$ cat src/rtl/updown_game_ctrl_if.sv
// updown_game_ctrl_if: guess-input and hint/status signals between the game controller and its neighbours
interface updown_game_ctrl_if;
  logic       start;
  logic       guess_ready;
  logic [6:0] guess_number;
  logic [1:0] hint;
  logic       hint_valid;
  logic       guess_invalid;
  logic [3:0] tries_used;
  logic [3:0] tries_left;
  logic       game_win;
  logic       game_lose;
  logic       busy;
  logic [2:0] state_out;
  logic [6:0] secret_out;
  modport slave (
    input  start, guess_ready, guess_number,
    output hint, hint_valid, guess_invalid, tries_used, tries_left,
           game_win, game_lose, busy, state_out, secret_out
  );
  modport master (
    output start, guess_ready, guess_number,
    input  hint, hint_valid, guess_invalid, tries_used, tries_left,
           game_win, game_lose, busy, state_out, secret_out
  );
endinterface

$ cat src/rtl/updown_game_ctrl.sv
// updown_game_ctrl: up/down guessing game sequencer; define UPDOWN_REVEAL_SECRET_EN to drive secret_out from the secret
module updown_game_ctrl #(
  parameter int         MAX_TRIES = 7,
  parameter int         NUM_MAX   = 99,
  parameter logic [6:0] LFSR_SEED = 7'h5A
) (
  input logic              clk,
  input logic              reset,
  updown_game_ctrl_if.slave g
);
  localparam logic [2:0] IDLE = 3'd0, GEN = 3'd1, WAIT = 3'd2, COMPARE = 3'd3, WIN = 3'd4, LOSE = 3'd5;
  logic [2:0] state_q, state_d;
  logic [6:0] lfsr_q, lfsr_d, secret_q, secret_d, guess_q, guess_d;
  logic [1:0] hint_q, hint_d;
  logic [3:0] tries_q, tries_d, left_q, left_d;
  logic       hv_q, hv_d, gi_q, gi_d, win_q, win_d, lose_q, lose_d, busy_q, busy_d;
  always_comb begin
    state_d  = state_q;
    secret_d = secret_q;
    guess_d  = guess_q;
    hint_d   = hint_q;
    tries_d  = tries_q;
    hv_d     = 1'b0;
    gi_d     = 1'b0;
    lfsr_d   = {lfsr_q[5:0], lfsr_q[6] ^ lfsr_q[5]};
    case (state_q)
      IDLE, WIN, LOSE: if (g.start) begin
        state_d = GEN;
        hint_d  = 2'b00;
        tries_d = 4'd0;
      end
      GEN: if (lfsr_q != 7'd0 && lfsr_q <= 7'(NUM_MAX)) begin
        secret_d = lfsr_q;
        state_d  = WAIT;
      end
      WAIT: if (g.start) begin
        state_d = GEN;
        hint_d  = 2'b00;
        tries_d = 4'd0;
      end else if (g.guess_ready) begin
        guess_d = g.guess_number;
        state_d = COMPARE;
      end
      COMPARE: if (guess_q == 7'd0 || guess_q > 7'(NUM_MAX)) begin
        gi_d    = 1'b1;
        state_d = WAIT;
      end else begin
        hv_d    = 1'b1;
        tries_d = tries_q + 4'd1;
        hint_d  = guess_q == secret_q ? 2'b11 : secret_q > guess_q ? 2'b01 : 2'b10;
        state_d = guess_q == secret_q ? WIN : tries_d == 4'(MAX_TRIES) ? LOSE : WAIT;
      end
      default: state_d = IDLE;
    endcase
    left_d = 4'(MAX_TRIES) - tries_d;
    busy_d = state_d == GEN || state_d == WAIT || state_d == COMPARE;
    win_d  = state_d == WIN;
    lose_d = state_d == LOSE;
  end
  always_ff @(posedge clk or posedge reset) begin
    if (reset) begin
      state_q  <= IDLE;
      lfsr_q   <= LFSR_SEED;
      secret_q <= 7'd0;
      guess_q  <= 7'd0;
      hint_q   <= 2'b00;
      tries_q  <= 4'd0;
      left_q   <= 4'(MAX_TRIES);
      hv_q     <= 1'b0;
      gi_q     <= 1'b0;
      win_q    <= 1'b0;
      lose_q   <= 1'b0;
      busy_q   <= 1'b0;
    end else begin
      state_q  <= state_d;
      lfsr_q   <= lfsr_d;
      secret_q <= secret_d;
      guess_q  <= guess_d;
      hint_q   <= hint_d;
      tries_q  <= tries_d;
      left_q   <= left_d;
      hv_q     <= hv_d;
      gi_q     <= gi_d;
      win_q    <= win_d;
      lose_q   <= lose_d;
      busy_q   <= busy_d;
    end
  end
  assign g.hint          = hint_q;
  assign g.hint_valid    = hv_q;
  assign g.guess_invalid = gi_q;
  assign g.tries_used    = tries_q;
  assign g.tries_left    = left_q;
  assign g.game_win      = win_q;
  assign g.game_lose     = lose_q;
  assign g.busy          = busy_q;
  assign g.state_out     = state_q;
`ifdef UPDOWN_REVEAL_SECRET_EN
  assign g.secret_out = secret_q;
`else
  assign g.secret_out = 7'd0;
`endif
endmodule

$ cat src/flat_wrapper.sv
// flat-port wrapper written by rule: the top's interface ports become plain ports
module updown_game_ctrl_flat 
#(
  parameter int         MAX_TRIES = 7,
  parameter int         NUM_MAX   = 99,
  parameter logic [6:0] LFSR_SEED = 7'h5A
)
  (clk, reset, g_start, g_guess_ready, g_guess_number, g_hint, g_hint_valid, g_guess_invalid, g_tries_used, g_tries_left, g_game_win, g_game_lose, g_busy, g_state_out, g_secret_out);
  updown_game_ctrl_if g_i ();
  input logic clk;
  input logic reset;
  input wire logic [$bits(g_i.start)-1:0] g_start;
  input wire logic [$bits(g_i.guess_ready)-1:0] g_guess_ready;
  input wire logic [$bits(g_i.guess_number)-1:0] g_guess_number;
  output wire logic [$bits(g_i.hint)-1:0] g_hint;
  output wire logic [$bits(g_i.hint_valid)-1:0] g_hint_valid;
  output wire logic [$bits(g_i.guess_invalid)-1:0] g_guess_invalid;
  output wire logic [$bits(g_i.tries_used)-1:0] g_tries_used;
  output wire logic [$bits(g_i.tries_left)-1:0] g_tries_left;
  output wire logic [$bits(g_i.game_win)-1:0] g_game_win;
  output wire logic [$bits(g_i.game_lose)-1:0] g_game_lose;
  output wire logic [$bits(g_i.busy)-1:0] g_busy;
  output wire logic [$bits(g_i.state_out)-1:0] g_state_out;
  output wire logic [$bits(g_i.secret_out)-1:0] g_secret_out;
  assign g_i.start = g_start;
  assign g_i.guess_ready = g_guess_ready;
  assign g_i.guess_number = g_guess_number;
  assign g_hint = g_i.hint;
  assign g_hint_valid = g_i.hint_valid;
  assign g_guess_invalid = g_i.guess_invalid;
  assign g_tries_used = g_i.tries_used;
  assign g_tries_left = g_i.tries_left;
  assign g_game_win = g_i.game_win;
  assign g_game_lose = g_i.game_lose;
  assign g_busy = g_i.busy;
  assign g_state_out = g_i.state_out;
  assign g_secret_out = g_i.secret_out;
  updown_game_ctrl #(.MAX_TRIES(MAX_TRIES), .NUM_MAX(NUM_MAX), .LFSR_SEED(LFSR_SEED)) u_core (.clk(clk), .reset(reset), .g(g_i));
endmodule
$ cat config.mk
export PLATFORM = sky130hd
export DESIGN_NAME = updown_game_ctrl_flat
export DESIGN_NICKNAME = d
export VERILOG_FILES = /design/src/rtl/updown_game_ctrl_if.sv /design/src/rtl/updown_game_ctrl.sv /design/src/flat_wrapper.sv
export SDC_FILE = /design/constraint.sdc
export NUM_CORES = 1
export LEC_CHECK = 0
export ABC_AREA = 1
export CORE_MARGIN = 2
export CORE_UTILIZATION = 47
export DETAILED_ROUTE_END_ITERATION = 12
export GPL_TIMING_DRIVEN = 0
export PLACE_DENSITY = 0.76
export SLEW_MARGIN = 20
export SYNTH_ARGS = -nofsm -noshare
export SYNTH_HDL_FRONTEND = slang
export SYNTH_SLANG_ARGS = --single-unit
export TNS_END_PERCENT = 10
$ cat constraint.sdc
create_clock -name clk -period 1.6 [get_ports clk]
set_clock_uncertainty 0.05 [all_clocks]
set_input_delay 0.32 -clock clk [delete_from_list [all_inputs] [get_ports clk]]
set_output_delay 0.32 -clock clk [all_outputs]
set_load 0.02 [all_outputs]
==> results of run 1 <==
power by group:
group          switching (µW)  internal (µW)  leakage [µW]
Sequential               12.2            980      0.000458
Combinational             115           83.4      0.000894
Clock                     341            348     0.0000482
layout by cell type, fill, tap and decap left out, types with 8 or more instances in the layout:
cell type / Yosys / layout
clkdlybuf4s50_1: 0 / 10
buf_4: 8 / 14
nand3_1: 8 / 8
dfrtp_1: 31 / 31
inv_2: 6 / 13
nand2_1: 57 / 51
inv_1: 28 / 21
a21oi_1: 11 / 11
dlygate4sd2_1: 0 / 12
nor2_1: 19 / 17
metal layers:
layer | wire length [µm] | global-route usage, % | part of all wire [%] | vias to the layer above
met5 | 0 | 0 | 0 | -
met4 | 86 | 6.000 | 2.2 | 0
met3 | 195 | 5.428 | 5.0 | 8
met2 | 1845 | 28.73 | 48 | 29
met1 | 1755 | 23.46 | 45 | 723
li1 | - | - | - | 776
flip-flops by register name, summed over array words and instances (netlist names), named ones only:
signal,flops
u_core.g.busy,1
u_core.g.game_lose,1
u_core.g.game_win,1
u_core.g.guess_invalid,1
u_core.g.hint,2
u_core.g.hint_valid,1
u_core.g.state_out,3
u_core.g.tries_left,3
u_core.g.tries_used,3
u_core.guess_q,7
u_core.lfsr_q,7
u_core.secret_q,7
cell type report:
cell class | count | area (µm²) | share of cell area [%]
Inverter | 35 | 133.9 | 5.268
Clock buffer | 7 | 86.33 | 3.397
Clock inverter | 1 | 5.005 | 0.1969
Tap cell | 50 | 62.56 | 2.462
Multi-Input combinational cell | 146 | 895.9 | 35.25
Buffer | 9 | 65.06 | 2.560
Timing Repair Buffer | 34 | 332.8 | 13.10
Sequential cell | 38 | 959.7 | 37.76
what timing repair did:
action / 4_1_cts / 5_1_grt
pin swaps: 2 / 5
setup buffers: 1 / 4
endpoints found under the setup margin: 17 / 16
cloned: 0 / 0
gates resized for setup: 22 / 17
worst max-delay path, stage by stage (launching register included):
cell and delay (ns):
dfrtp_1 0.39, inv_2 0.08, ha_4 0.28, nand2_4 0.06, nor2_4 0.14, nand3_4 0.10, nand2_2 0.09, nand2_2 0.06
nand2_1 0.06, nand2_1 0.06, nor2_1 0.08, nor2_1 0.05
final timing paths:
check                                  startpoint                 to  depth (start not counted)
worst min-delay path                        reset  u_core.guess_q[5]                          2
max in group asynchronous                   reset   u_core.lfsr_q[6]                          3
worst max-delay path            u_core.guess_q[5]      u_core.g.busy                         11
min in group clk                 u_core.lfsr_q[3]   u_core.lfsr_q[4]                          0
worst max register to register  u_core.guess_q[5]      u_core.g.busy                         11
worst min register to register   u_core.lfsr_q[3]   u_core.lfsr_q[4]                          0
per-stage QoR:
stage / setup WS, ns / std cells / util (%)
floorplan: 0.01008 / 228 / -
global placement: -0.4379 / 306 / 57.99
detailed placement: -0.1659 / 307 / 58.49
CTS: -0.01576 / 316 / 61.15
global route: -0.1234 / 320 / 63.53
finish: 0.001354 / 320 / 63.53
logic make-up after synthesis:
family                     after synthesis
and+or+nand+nor                        102
adders and majority gates               10
DFF                                     38
buffers and inverters                   44
AOI/OAI and AO/OA                       27
other                                    1
==> results.json, run 1 <==
{
  "status": "complete, no violations",
  "via_count": 1536,
  "synthMostInstantiatedCell": "nand2_1",
  "cts_tree": "built",
  "seq_area_frac_synth_pct": 49.17,
  "synth_top_area_share_pct": 39.74,
  "ys.flop_type": "dfrtp_1",
  "drt_pre_antenna_iters": 4,
  "end_kind": "flip-flop",
  "drc": 0,
  "synth_top_area_cell": "dfrtp_1",
  "die_w_um": 68.45,
  "yosys.area_share.simple_pct": 25.83,
  "synthMuxAreaShare_pct": 0,
  "worst-path-max-fanout": 4,
  "synthArstFlopShare_pct": 100.0,
  "die_h_um": 68.45,
  "hold_buffers": 0,
  "clock_latency_ns": 0.29,
  "synth_cells": 222,
  "synth_fa_ha_area_share_pct": 6.410,
  "layout_min_cycle_time_ns": 1.599,
  "max_freq_ghz": 0.6255,
  "globalRouteOverflowTotal": 0,
  "antenna_violating_nets_post_route": 0,
  "peakVddDrop_uv": 483.1,
  "synth.distinct_cells": 30,
  "worst-endpoint-arrival_ns": 1.74,
  "cts_made_buffers": 5,
  "synthTopCellsByArea": "dfrtp_1 40%, nand2_1 11%, dfstp_2 9.4%",
  "grt_pass1_vias": 1422,
  "setup_tns_ns": 0,
  "rsz0062_at_grt": "true",
  "antenna_found_initial": 0,
  "synth.avg_cell_area_um2": 8.792,
  "ys_warn_count": 0,
  "hold_ws_ns": 0.2161,
  "grt_pass1_wl_um": 6182,
  "p_total_uw": 1880,
  "final_nets": 290,
  "synth.cell_area_um2": 1952,
  "startpoint_type": "flip-flop",
  "drtIter0Drc": 76,
  "grt_use_total_pct": 18.10,
  "clock_sinks": 38,
  "core_um2": 4000,
  "diodes": 0,
  "cts_max_level": 2,
  "start_util_pct": 48.80,
  "cellLeakagePower_uw": 0.001400,
  "place_area_um2": 2340,
  "path_class": "flip-flop to flip-flop",
  "dp_hpwl_um": 2808,
  "drt-vias-per-instance": 4.800,
  "slew_violations": 0,
  "routed_wl_um": 3883,
  "clockRootBuffer": "clkbuf_8",
  "synth_top_family_by_area": "simple AND/OR/NAND/NOR gates",
  "ys_ff_latch": 38,
  "gp_congestion": 0.8109,
  "finalCritPeriodShare_pct": 99.92,
  "p_per_area_nw_per_um2": 739.8,
  "clk_path_buf_depth": 2,
  "hold_viol_final": 0,
  "maxCapViolCount": 0,
  "stdcell_area_um2": 2541,
  "synth_common_cells": "57 x nand2_1, 31 x dfrtp_1, 28 x inv_1",
  "drive_above_1_share_pct": 26.67,
  "required_ns": 1.74,
  "holdCritPathClass": "input pin to async pin",
  "setup_violations": 0,
  "grt_max_degree": 30,
  "r2r_setup_slack_ns": 0.001,
  "synth_compound_area_share_pct": 8.205,
  "rows": 23,
  "portBuffers": 28,
  "dieArea_um2": 4685,
  "syn_to_final_growth_pct": 30.19,
  "nFillCells": 354,
  "synth-edff-count": 0,
  "cts.clk_slew.worst_paths_ns": 0.08,
  "wire_per_inst_um": 12.13,
  "synth_xor_area_share_pct": 0,
  "ios": 36
}
Power figures use the tool's default switching activity.
==> run 2, diff against run 1 <==
Settings changed: CTS_CLUSTER_DIAMETER set to 40.
==> results of run 2 <==
Final layout, timing and power as in run 1 (identical DEF).
